### src/rtl/max_pool_unit.sv
// max_pool_unit: signed max of each POOL_K x POOL_K window via a registered compare tree,
// buffered in a first-word-fall-through FIFO and tagged with pooled (x, y). Rev 1.0
`default_nettype none

module max_pool_unit #(
  parameter int IF_BW         = 32,
  parameter int POOL_K        = 2,
  parameter int POOL_OUT_SIZE = 4,
  parameter int FIFO_DEPTH    = 4
) (
  input  logic                               clk,
  input  logic                               reset_n,
  input  logic                               i_window_valid,
  input  logic [POOL_K*POOL_K*IF_BW-1:0]     i_window,
  output logic                               o_out_valid,
  input  logic                               i_out_ready,
  output logic [IF_BW-1:0]                   o_out_pixel,
  output logic [$clog2(POOL_OUT_SIZE)-1:0]   o_out_x,
  output logic [$clog2(POOL_OUT_SIZE)-1:0]   o_out_y,
  output logic                               o_frame_done,
  output logic                               o_overflow
);

  localparam int N  = POOL_K * POOL_K;
  localparam int L  = $clog2(N);
  localparam int AW = $clog2(FIFO_DEPTH);
  localparam int CW = $clog2(POOL_OUT_SIZE);
  localparam logic [AW:0]   FULL_CNT = (AW+1)'(FIFO_DEPTH);
  localparam logic [CW-1:0] C_LAST   = CW'(POOL_OUT_SIZE - 1);

  function automatic int level_cnt(input int l);
    return (N + (1 << l) - 1) >> l;
  endfunction

  // Level 0 is the raw window; each later level halves the element count,
  // an odd trailing element is forwarded unchanged.
  for (genvar l = 0; l <= L; l++) begin : g_lvl
    localparam int CNT = level_cnt(l);
    logic signed [IF_BW-1:0] data_q [CNT];
    logic                    vld_q;

    if (l == 0) begin : g_in
      for (genvar j = 0; j < CNT; j++) begin : g_el
        assign data_q[j] = i_window[j*IF_BW +: IF_BW];
      end
      assign vld_q = i_window_valid;
    end else begin : g_st
      localparam int PC = level_cnt(l - 1);
      for (genvar j = 0; j < CNT; j++) begin : g_el
        if (2*j + 1 < PC) begin : g_max
          always_ff @(posedge clk) begin
            data_q[j] <= (g_lvl[l-1].data_q[2*j] > g_lvl[l-1].data_q[2*j+1]) ?
                         g_lvl[l-1].data_q[2*j] : g_lvl[l-1].data_q[2*j+1];
          end
        end else begin : g_pass
          always_ff @(posedge clk) begin
            data_q[j] <= g_lvl[l-1].data_q[2*j];
          end
        end
      end
      always_ff @(posedge clk or posedge reset_n) begin
        if (reset_n) vld_q <= 1'b0;
        else         vld_q <= g_lvl[l-1].vld_q;
      end
    end
  end

  logic [IF_BW-1:0] mem_q [FIFO_DEPTH];
  logic [AW-1:0]    wr_ptr_q, rd_ptr_q;
  logic [AW:0]      count_q, count_d;
  logic [CW-1:0]    x_q, x_d, y_q, y_d;
  logic             overflow_q;
  logic             push, full, pop, wr_en;

  assign push  = g_lvl[L].vld_q;
  assign full  = (count_q == FULL_CNT);
  assign pop   = o_out_valid && i_out_ready;
  // A full FIFO still accepts a result when the head leaves in the same cycle.
  assign wr_en = push && (!full || pop);

  always_comb begin
    count_d = count_q;
    if (wr_en && !pop)      count_d = count_q + 1'b1;
    else if (!wr_en && pop) count_d = count_q - 1'b1;
  end

  always_comb begin
    x_d = x_q;
    y_d = y_q;
    if (pop) begin
      if (x_q == C_LAST) begin
        x_d = '0;
        y_d = (y_q == C_LAST) ? '0 : y_q + 1'b1;
      end else begin
        x_d = x_q + 1'b1;
      end
    end
  end

  always_ff @(posedge clk) begin
    if (wr_en) mem_q[wr_ptr_q] <= g_lvl[L].data_q[0];
  end

  always_ff @(posedge clk or posedge reset_n) begin
    if (reset_n) begin
      wr_ptr_q   <= '0;
      rd_ptr_q   <= '0;
      count_q    <= '0;
      x_q        <= '0;
      y_q        <= '0;
      overflow_q <= 1'b0;
    end else begin
      if (wr_en) wr_ptr_q <= wr_ptr_q + 1'b1;
      if (pop)   rd_ptr_q <= rd_ptr_q + 1'b1;
      count_q <= count_d;
      x_q     <= x_d;
      y_q     <= y_d;
      if (push && full && !pop) overflow_q <= 1'b1;
    end
  end

  assign o_out_valid  = (count_q != '0);
  assign o_out_pixel  = o_out_valid ? mem_q[rd_ptr_q] : '0;
  assign o_out_x      = x_q;
  assign o_out_y      = y_q;
  assign o_frame_done = pop && (x_q == C_LAST) && (y_q == C_LAST);
  assign o_overflow   = overflow_q;

endmodule

`default_nettype wire

### config.mk
export PLATFORM = sky130hd
export DESIGN_NAME = max_pool_unit
export DESIGN_NICKNAME = d
export VERILOG_FILES = /design/src/rtl/max_pool_unit.sv
export SDC_FILE = /design/constraint.sdc
export NUM_CORES = 1
export LEC_CHECK = 0
export ABC_AREA = 1
export CAP_MARGIN = 20
export CORE_UTILIZATION = 55
export CTS_CLUSTER_SIZE = 12
export DETAILED_ROUTE_END_ITERATION = 16
export GPL_ROUTABILITY_DRIVEN = 0
export GPL_TIMING_DRIVEN = 0
export PLACE_DENSITY = 0.8
export SYNTH_ARGS = -nofsm -noshare
export SYNTH_HDL_FRONTEND = slang
export SYNTH_SLANG_ARGS = --single-unit
### constraint.sdc
create_clock -name clk -period 4 [get_ports clk]
set_clock_uncertainty 0.15 [all_clocks]
set_input_delay 0.4 -clock clk [delete_from_list [all_inputs] [get_ports clk]]
set_output_delay 0.4 -clock clk [all_outputs]
set_load 0.02 [all_outputs]
==> flow_summary.toml, run 1 <==
[outcome]
status = "completed"

[worst_setup_path]
cp-start-kind = "register"
crit_fanout = 10
required_ns = 3.45
crit_arrival_ns = 2.89
criticalPathCategory = "reg2out"
cp-end-kind = "primary output"

[synth]
ys_warn_count = 0
post_synth_num_cell_types = 37
yosysSeqAreaShare_pct = 50.2
syn_nets = 1540
avgSynthCellArea_sq_um = 9.34
synthXorXnorAreaFrac_pct = 0.360
netlist_area_sq_um = 12200
synth_seq_cells = 238
synth_compound_area_share_pct = 7.14
yosys.area_share.simple_pct = 24.2
postSynthCellCount = 1304
synthAdderAreaFrac_pct = 10.7
synth_top_family_by_area = "simple AND/OR/NAND/NOR gates"
muxShareOfSynthArea_pct = 0.0924

[finish]
final_cell_mix = "nand2_1, clkdlybuf4s50_1, nor2_1, inv_1, nand2_2"
nets = 1741
design_area_sq_um = 15100
drive_above_1_share_pct = 14.6
final_common_cell = "nand2_1"
area_growth_pct = 24.1
fin_cells = 1804

[cts]
ctsHoldBuffers = 0
cts_setup_buffers = 0
clock_latency_ns = 0.51
clockBufferDepth = 3
clock-sinks = 238
cts_resized = 0
htreeDepth = 1
cts_root_buffer = "clkbuf_16"
clk_pin_slew_worst_paths_ns = 0.07
cts_made_buffers = 25
cts_tree = "yes"

[placed_design]
dp.cells = 1758
dpl-instance-area_sq_um = 14400
port_buffers = 170
dp_hpwl_um = 21300

[floorplanning]
core_sq_um = 21800
num_rows = 54
die_y_um = 151
die_w_um = 151
initial_core_util_pct = 56.0
pin_count = 171
die_area_sq_um = 22700

[timing]
worstMarginPinSlew_ns = 0.639
max_slew_margin_pct = 57.4
setup_viol_count_final = 0
hold_violations = 0
rsz0062_at_grt = "false"
period_needed_ns = 3.44
report.final.slew_viol_count = 0
min_period_over_period_pct = 85.9
fmax_ghz = 0.291

[global_route]
grt_overflow_total = 0
antenna_found_initial = 1
grt_pass1_vias = 9640
grt_pass1_wl_um = 45100
grt_max_degree = 31
track_usage_pct = 25.2

[routing]
drtIter0Drc = 524
ant_nets = 0
wl_per_cell_um = 15.6
vias = 9560
firstDrtPassIters = 5
viasPerCell = 5.30
drc = 0
routed_wl_um = 28100

[pwr]
power.density_nw_per_um2 = 654
ir_drop_mv = 0.333
power.leakage_nw = 6.67

[hold_path]
hp-class = "in2async"

[flow_run]
drv_cap = 0
[area by class of cell]
class                   instances  area, sq um
clock buffers                  42          731
clock inverters                 3         20.0
fillers                      1632         6650
well taps                     280          350
inverters                     141          529
repair buffers                174         1800
flip-flops and latches        238         6120
multi-input cells             866         5210
plain buffers                  59          354
diodes                          1         2.50
[critical path, stage by stage, from the launching register on]
cell and delay, ns:
dfrtp_1 0.40, buf_2 0.25, buf_1 0.43, nor2_1 0.13, nor2_1 0.11, o21ai_0 0.12, a21oi_1 0.27, clkdlybuf4s50_1 0.66
[per-stage QoR]
| stage | total power (W) | TNS, ns | hold slack, ns | worst slack (ns) | util [%] |
|---|---|---|---|---|---|
| finish | 0.00989 | 0 | 0.0923 | 0.562 | 69.5 |
| global placement | 0.00756 | -54.80 | 0.184 | -0.487 | 65.4 |
| detailed placement | 0.00780 | 0 | 0.196 | 1.08 | 66.0 |
| CTS | 0.00992 | 0 | 0.0886 | 0.591 | 69.4 |
| floorplan | 0.00614 | 0 | 0.139 | 1.14 | - |
| global route | 0.0105 | 0 | 0.136 | 0.419 | 69.5 |
[flip-flops by register name, indices dropped and copies added (netlist names)]
signal	cells
rd_ptr_q	2
o_out_x	2
o_overflow	1
g_lvl.data_q	96
mem_q	128
g_lvl.vld_q	2
count_q	3
wr_ptr_q	2
o_out_y	2
[kinds of logic after synthesis]
| logic type | Yosys count |
|---|---|
| xor+xnor | 5 |
| mux | 1 |
| compound gates | 162 |
| simple gates | 594 |
| flops | 238 |
| fa+ha+maj | 104 |
| buf+inv | 200 |
[worst paths after layout]
| path | startpoint | to | slack, ns | cells after the start |
|---|---|---|---|---|
| setup reg to reg | count_q[0]$_DFFE_PP0P_ | count_q[2]$_DFFE_PP0P_ | 1.51 | 11 |
| max in group asynchronous | reset_n | o_out_x[0]$_DFFE_PP0N_ | 3.23 | 2 |
| hold reg to reg | g_lvl[1].vld_q$_DFF_PP0_ | g_lvl[2].vld_q$_DFF_PP0_ | 0.20 | 0 |
| setup / recovery | rd_ptr_q[0]$_DFFE_PP0N_ | o_out_pixel[16] | 0.56 | 7 |
| hold / removal | reset_n | rd_ptr_q[0]$_DFFE_PP0N_ | 0.09 | 2 |
| min in group clk | i_window_valid | g_lvl[1].vld_q$_DFF_PP0_ | 0.20 | 1 |
[cells in the mapped netlist]
cell | instances | area, sq um
o21ai_1 | 10 | 50.1
nor3_2 | 1 | 10.0
nand2_1 | 181 | 679
a31oi_1 | 1 | 6.26
a21oi_2 | 1 | 8.76
a21oi_4 | 2 | 32.5
mux2_2 | 1 | 11.3
xor2_1 | 4 | 35.0
buf_12 | 6 | 120
inv_2 | 1 | 3.75
o21a_1 | 7 | 52.6
buf_1 | 10 | 37.5
buf_4 | 3 | 22.5
xnor2_1 | 1 | 8.76
nand3_1 | 4 | 20.0
a21oi_1 | 72 | 360
dfrtp_1 | 14 | 350
nand3_2 | 2 | 20.0
nand4_2 | 1 | 12.5
edfxtp_1 | 128 | 3840
inv_1 | 140 | 526
o21ai_0 | 64 | 320
nand2_4 | 3 | 33.8
buf_2 | 19 | 95.1
nor2_1 | 159 | 597
nand3_4 | 4 | 70.1
o21bai_1 | 1 | 7.51
dfxtp_1 | 96 | 1920
a21o_1 | 3 | 22.5
nor2_2 | 4 | 25.0
clkbuf_1 | 21 | 78.8
o21a_2 | 1 | 8.76
nand2_2 | 131 | 820
nand4_1 | 102 | 638
ha_1 | 103 | 1290
nor2_4 | 2 | 22.5
fa_1 | 1 | 20.0
[metal layers]
| layer | up-vias | global-route usage [%] | routed length [um] | share of wire, % |
|---|---|---|---|---|
| li1 | 4764 | - | - | - |
| met1 | 4379 | 30.0 | 11400 | 41 |
| met2 | 342 | 45.2 | 13800 | 49 |
| met3 | 75 | 4.10 | 2020 | 7.2 |
| met4 | 0 | 10.1 | 884 | 3.1 |
| met5 | - | 0 | 0 | 0 |
[report_power, final]
group	total [W]	internal, W	switching (W)
clock	0.00210	0.00124	0.000865
combinational	0.00393	0.00158	0.00235
sequential	0.00385	0.00347	0.000387
total	0.00989	0.00628	0.00360
No activity file was read; power rests on OpenSTA's default activity.
==> inputs of run 2 (changes only) <==
- CTS_CLUSTER_DIAMETER: default -> 40
==> flow_summary.toml, run 2 (synthesis results as in run 1) <==
[pwr]
power.density_nw_per_um2 = 675
power.leakage_nw = 6.78
power_frac_seq_pct = 37.3
p_int_w = 0.00660
clockPowerShare_pct = 24.6
switching_share_pct = 36.1
ir_drop_mv = 0.291
p_comb_share_pct = 38.1
switchingPower_w = 0.00373

[outcome]
status = "completed"

[cts]
cts_setup_buffers = 0
clockBufferDepth = 3
cts_made_buffers = 29
clk_pin_slew_worst_paths_ns = 0.06
ctsHoldBuffers = 0
cts_resized = 0
cts_root_buffer = "clkbuf_16"
clock-sinks = 238
cts_tree = "yes"
htreeDepth = 1
clock_latency_ns = 0.53

[timing]
max_slew_margin_pct = 59.5
fmax_ghz = 0.289
worstMarginPinSlew_ns = 0.608
period_needed_ns = 3.47
hold_violations = 0
setup_viol_count_final = 0
holdWs_ns = 0.0617
min_period_over_period_pct = 86.6
rsz0062_at_grt = "false"
report.final.slew_viol_count = 0

[global_route]
grt_pass1_vias = 9576
grt_pass1_wl_um = 45500
grt_overflow_total = 0
antenna_found_initial = 0
track_usage_pct = 25.5
grt_max_degree = 31

[finish]
final_common_cell = "nand2_1"
fillCellCount = 1603
multiInputGateArea_sq_um = 5210
final_cell_mix = "nand2_1, clkdlybuf4s50_1, nor2_1, inv_1, nand2_2"
top_register = "mem_q"
antenna_cells = 0
fin_cells = 1811
nets = 1745
largest_register_ff_count = 128
top_regs = "mem_q (128), g_lvl.data_q (96), count_q (3)"
regArea_sq_um = 6120
drive_above_1_share_pct = 15.3
area_growth_pct = 25.7

[hold_path]
hp-class = "in2async"

[worst_setup_path]
crit_fanout = 10
criticalPathCategory = "reg2out"
crit_arrival_ns = 2.92
required_ns = 3.45
cp-start-kind = "register"
cp-end-kind = "primary output"

[floorplanning]
pin_count = 171
initial_core_util_pct = 56.0
core_sq_um = 21800
die_area_sq_um = 22700
die_y_um = 151
die_w_um = 151
num_rows = 54

[routing]
viasPerCell = 5.28
vias = 9565
drc = 0
ant_nets = 0
routed_wl_um = 28300
firstDrtPassIters = 5
drtIter0Drc = 563
wl_per_cell_um = 15.6

[placed_design]
dp_hpwl_um = 21300
dp.cells = 1758
port_buffers = 170

[flow_run]
drv_cap = 0
## run 2: worst paths after layout
| path | startpoint | to | slack [ns] | depth (start not counted) |
|---|---|---|---|---|
| setup / recovery | rd_ptr_q[0]$_DFFE_PP0N_ | o_out_pixel[16] | 0.53 | 7 |
| hold / removal | reset_n | o_out_y[1]$_DFFE_PP0P_ | 0.06 | 2 |
| setup reg to reg | count_q[0]$_DFFE_PP0P_ | count_q[2]$_DFFE_PP0P_ | 1.52 | 11 |
| hold reg to reg | g_lvl[1].vld_q$_DFF_PP0_ | g_lvl[2].vld_q$_DFF_PP0_ | 0.20 | 0 |
| max in group asynchronous | reset_n | o_overflow$_DFFE_PP0P_ | 3.28 | 2 |
| min in group clk | i_window_valid | g_lvl[1].vld_q$_DFF_PP0_ | 0.18 | 1 |
## run 2: power by group through the flow
stage          clock [W]  sequential, W  combinational [W]
2_1_floorplan          0        0.00378            0.00236
3_3_place_gp           0        0.00386            0.00370
3_5_place_dp           0        0.00389            0.00391
4_1_cts          0.00257        0.00385            0.00396
5_1_grt          0.00267        0.00392            0.00432
6_report         0.00254        0.00386            0.00394
## run 2: through the flow
| step | power, W | area, sq um | setup WS, ns | util [%] | setup TNS, ns |
|---|---|---|---|---|---|
| final | 0.0103 | 15300 | 0.535 | 70.4 | 0 |
| after global routing | 0.0109 | 15300 | 0.337 | 70.4 | 0 |
| after CTS | 0.0104 | 15300 | 0.520 | 70.4 | 0 |
| after detailed placement | 0.00780 | 14400 | 1.08 | 66.0 | 0 |
| after global placement | 0.00756 | 14200 | -0.487 | 65.4 | -54.80 |
| after floorplan | 0.00614 | 12200 | 1.14 | - | 0 |
## run 2: final cells by class
| type | count | area share, % |
|---|---|---|
| sequential | 238 | 39.9 |
| inverter | 141 | 3.46 |
| buffer | 59 | 2.31 |
| multi-input combinational | 866 | 34.0 |
| timing repair buffer | 174 | 11.7 |
| tap | 280 | 2.29 |
| clock buffer | 44 | 5.59 |
| clock inverter | 9 | 0.646 |
## run 2: critical path: stages (launching register included)
cell and delay, ns:
dfrtp_1 0.39, buf_2 0.25, buf_1 0.46, nor2_1 0.13, nor2_1 0.10, o21ai_0 0.09
a21oi_1 0.28, clkdlybuf4s50_1 0.68
## run 2: metal layers
metal | vias to the layer above | wire length (um) | track usage, %
met4 | 0 | 944 | 10.6
met1 | 4359 | 11600 | 30.5
li1 | 4783 | - | -
met2 | 346 | 13900 | 45.3
met3 | 77 | 1860 | 4.04
met5 | - | 0 | 0
==> inputs of run 3 (changes only) <==
- RECOVER_POWER: default -> 100
==> flow_summary.toml, run 3 (synthesis results as in run 1) <==
[outcome]
status = "complete, but fails checks"
violations = "capacitance limit, slew limit"

[global_route]
grt_use_met1_pct = 30.5
grt.met2_usage_pct = 45.3
grtUsageMet3_pct = 4.04
grt_pass1_vias = 9576
track_usage_pct = 25.5
top_usage_layer = "met2"
grt_pass1_wl_um = 45500
grt_max_degree = 31
grt_overflow_total = 0
antenna_found_initial = 0

[floorplanning]
die_area_sq_um = 22700
pin_count = 171
die_y_um = 151
core_sq_um = 21800
die_w_um = 151
num_rows = 54
initial_core_util_pct = 56.0

[placed_design]
dp_hpwl_um = 21300
dp.cells = 1758
place_ws_ns = 1.08
port_buffers = 170

[worst_setup_path]
path_cells = "buf_2 -> clkbuf_1 -> nor2_1 -> nor2_1 -> o21ai_0 -> a21oi_1 -> dlygate4sd3_1"
cpMostUsedCell = "nor2_1"
cp_top_family = "buffers and inverters"
max_stage_delay_ns = 0.74
crit_fanout = 10
cp_slowest_cell = "dlygate4sd3_1"
path_buf_inv = 3
crit_arrival_ns = 2.96
criticalPathCategory = "reg2out"
cp-start-kind = "register"
cp-end-kind = "primary output"
required_ns = 3.45

[hold_path]
hp-class = "in2async"

[timing]
final.setup.worst_slack_ns = 0.489
hold_violations = 0
max_slew_margin_pct = -24.8
fmax_ghz = 0.285
setup_tns_ns = 0
rsz0062_at_grt = "false"
report.final.slew_viol_count = 62
setup_viol_count_final = 0
min_period_over_period_pct = 87.8
worstMarginPinSlew_ns = 1.87
period_needed_ns = 3.51

[routing]
drtIter0Drc = 544
wl_per_cell_um = 15.7
firstDrtPassIters = 5
ant_nets = 0
vias = 9531
drc = 0
routed_wl_um = 28400
viasPerCell = 5.26

[finish]
fillCellCount = 1667
final_common_cell = "nand2_1"
area_growth_pct = 23.1
antenna_cells = 0
fin_cells = 1811
final_cell_mix = "nand2_1, nor2_1, inv_1, clkdlybuf4s50_1, edfxtp_1"
top_regs = "mem_q (128), g_lvl.data_q (96), count_q (3)"
drive_above_1_share_pct = 11.7
top_register = "mem_q"
nets = 1745
largest_register_ff_count = 128

[cts]
ctsHoldBuffers = 0
cts_resized = 0
cts_tree = "yes"
cts_setup_buffers = 0
clock-sinks = 238
cts_root_buffer = "clkbuf_16"
clock_latency_ns = 0.53
htreeDepth = 1
cts_made_buffers = 29
clockBufferDepth = 3
clk_pin_slew_worst_paths_ns = 0.06

[pwr]
total_power_w = 0.0101
power.leakage_nw = 6.73
ir_drop_mv = 0.284
power.density_nw_per_um2 = 673

[flow_run]
drv_cap = 3
## run 3: cell types whose count changed in the layout (fill, tap and decap cells not counted), sizes merged
| cell | previous run | this run |
|---|---|---|
| clkbuf | 65 | 79 |
| buf | 42 | 27 |
| clkdlybuf4s50 | 170 | 131 |
| dlygate4sd3 | 0 | 39 |
| dlymetal6s2s | 0 | 1 |
## run 3: power breakdown
part	internal [W]	switching (W)	total [W]	leakage, nW
Clock	0.00155	0.000984	0.00254	0.470
Combinational	0.00139	0.00230	0.00369	4.10
Sequential	0.00347	0.000391	0.00387	2.16
## run 3: metal layers
layer | vias up | share of wire [%]
li1 | 4778 | -
met1 | 4367 | 42
met2 | 308 | 49
met4 | 0 | 3.3
met3 | 78 | 6.0
met5 | - | 0
## run 3: final cells by class
class | count | area [sq um] | share of cell area (%)
multi-input combinational | 866 | 5030 | 33.5
sequential | 238 | 6120 | 40.8
clock buffer | 44 | 856 | 5.71
tap | 280 | 350 | 2.34
timing repair buffer | 174 | 1770 | 11.8
buffer | 59 | 245 | 1.64
inverter | 141 | 529 | 3.53
clock inverter | 9 | 98.8 | 0.659
## run 3: final timing paths
path                                             to  cells after the start                startpoint  slack, ns
setup / recovery                    o_out_pixel[16]                      7   rd_ptr_q[0]$_DFFE_PP0N_       0.49
max in group asynchronous    o_overflow$_DFFE_PP0P_                      2                   reset_n       3.14
min in group clk           g_lvl[2].vld_q$_DFF_PP0_                      0  g_lvl[1].vld_q$_DFF_PP0_       0.20
hold reg to reg            g_lvl[2].vld_q$_DFF_PP0_                      0  g_lvl[1].vld_q$_DFF_PP0_       0.20
setup reg to reg              mem_q[2][1]$_DFFE_PP_                      5    count_q[0]$_DFFE_PP0P_       0.59
hold / removal               o_out_y[1]$_DFFE_PP0P_                      2                   reset_n       0.20
## run 3: worst reg2reg max path, stage by stage, from the launching register on
cell and delay (ns):
dfrtp_1 0.42, nor2_1 0.11, a31oi_1 0.41, inv_1 0.19
nor2_1 0.69, dlymetal6s2s_1 1.04
## run 3: per-stage QoR
stage	util (%)	cell area (sq um)	hold slack, ns
6_report	68.9	15000	0.200
5_1_grt	68.9	15000	0.208
4_1_cts	70.4	15300	0.0700
3_5_place_dp	66.0	14400	0.196
3_3_place_gp	65.4	14200	0.184
2_1_floorplan	-	12200	0.139
==> RTL edit: new RTL, flow settings as in run 2 <==
Put one more register stage on the output `o_overflow`, without a reset. The value now appears one clock later. The other outputs are not delayed to match.
--- a/src/rtl/max_pool_unit.sv
+++ b/src/rtl/max_pool_unit.sv
@@ -126,3 +126,5 @@
   assign o_frame_done = pop && (x_q == C_LAST) && (y_q == C_LAST);
-  assign o_overflow   = overflow_q;
+  always_ff @(posedge clk) begin
+    o_overflow <= overflow_q;
+  end
 
Function: changed (a bounded check fails within 10 cycles, from zero or initial values and one cycle with reset_n high).
==> RTL edit against run 2 <==
- synthesized area rose by 0.16%
- design area grew 0.23%
- routed wire length shrank 1.5%
- register-to-register slack better by 30 ps
- sequential cell count increased by 1
- combinational power about the same
- power about the same
- critical path type unchanged
- largest cell class unchanged
- setup slack gained 9.1 ps
==> RTL edit: results (changes against run 2) <==
Dpl hpwl: 20940 um (-1.7%)
Async S/R FF share, synth: 0.05858 (-0.0002461)
Avg WL per Cell: 15.35 um (-1.8%)
Maximum vdd drop: 0.3562 mV (+22%)
Met3 GRT Util: 0.04940 (+0.009036)
Slew @ Worst Pin: 662.2 ps (+54.44 ps)
Vias in the first global route: 9436 (-1.5%)
Met1 layer usage reported by global route: 0.2948 (-0.01026)
CTS buffer count: 30 (+3.4%)
Net Count, Synth: 1541 (+0.065%)
Sequential fraction of the synthesis area: 0.5029 (+0.0008170)
Crit path DAT: 2910 ps (about the same)
Distinct cells, synth: 37 (unchanged)
Initial DRC count: 599 (+6.4%)
Status: completed
First-pass GRT wire length: 44580 um (-1.9%)
Slowest stage delay, CP: 630 ps (-50 ps)
Via count: 9556 (-0.094%)
Layout cells sized above 1: 0.1537 (+0.0009046)
Top post-synthesis cells by area: edfxtp_1 (32%), dfxtp_1 (16%), ha_1 (11%)
First-pass DRT Iterations: 6 (+1)
Met2 Usage GRT: 0.4438 (-0.009174)
Static Leak: 6.792 nW (+0.20%)
Total GRT Usage: 0.2493 (-0.005191)
Post-DP Area: 14390 um2 (+0.24%)
Insertion delay to the later sink of the worst-skew pair: 540 ps
Fin nets: 1747 (+0.11%)
Largest net degree at the start of global routing: 22 (-29%)
## RTL edit: metal layers
layer,up-vias,part of all wire
met4,0,0.031
met1,4369,0.41
li1,4788,-
met2,324,0.49
met3,75,0.073
met5,-,0
## RTL edit: final timing paths
path	from	endpoint	slack (ps)	depth (start not counted)
max	rd_ptr_q[0]	o_out_pixel[29]	540	7
min	reset_n	count_q[1]	50	2
max reg2reg	count_q[0]	count_q[2]	1550	11
min reg2reg	g_lvl[1].vld_q	g_lvl[2].vld_q	210	0
max in group asynchronous	reset_n	g_lvl[2].vld_q	3280	2
min in group clk	i_window_valid	g_lvl[1].vld_q	160	1
## RTL edit: logic make-up after synthesis
| logic type | count (synthesis) | share of synthesized area |
|---|---|---|
| multiplexers | 1 | 0.0009229 |
| AO/OA/AOI/OAI | 162 | 0.07128 |
| adder cells (fa/ha/maj) | 104 | 0.1073 |
| buffers and inverters | 200 | 0.07240 |
| AND/OR/NAND/NOR | 594 | 0.2416 |
| flip-flops | 239 | 0.5029 |
| XOR/XNOR | 5 | 0.003589 |
## RTL edit: report_power, final
part	switching (W)	leakage, nW	total [W]	internal [W]
logic	0.00236	4.16	0.00395	0.00159
registers	0.000385	2.17	0.00387	0.00348
clock network	0.00101	0.469	0.00251	0.00150
total	0.00376	6.79	0.0103	0.00657
## RTL edit: per-stage QoR
step,std cells,setup slack [ps],setup TNS (ps),utilization,hold WS [ps]
final,1815,543.9,0,0.7054,53.95
after global routing,1815,373.4,0,0.7054,133.5
after CTS,1815,570.8,0,0.7054,54.81
after detailed placement,1759,1080,0,0.6615,188.0
after floorplan,1305,1141,0,-,139.2
after global placement,1755,-518.1,-55920,0.6551,187.9
## RTL edit: final cells by class
type | count | area [um2]
multi-input cells | 866 | 5211
repair buffers | 174 | 1812
inverters | 141 | 529.3
fillers | 1658 | 6409
well taps | 280 | 350.3
flip-flops and latches | 239 | 6136
clock inverters | 12 | 100.1
clock buffers | 44 | 854.6
plain buffers | 59 | 354.1
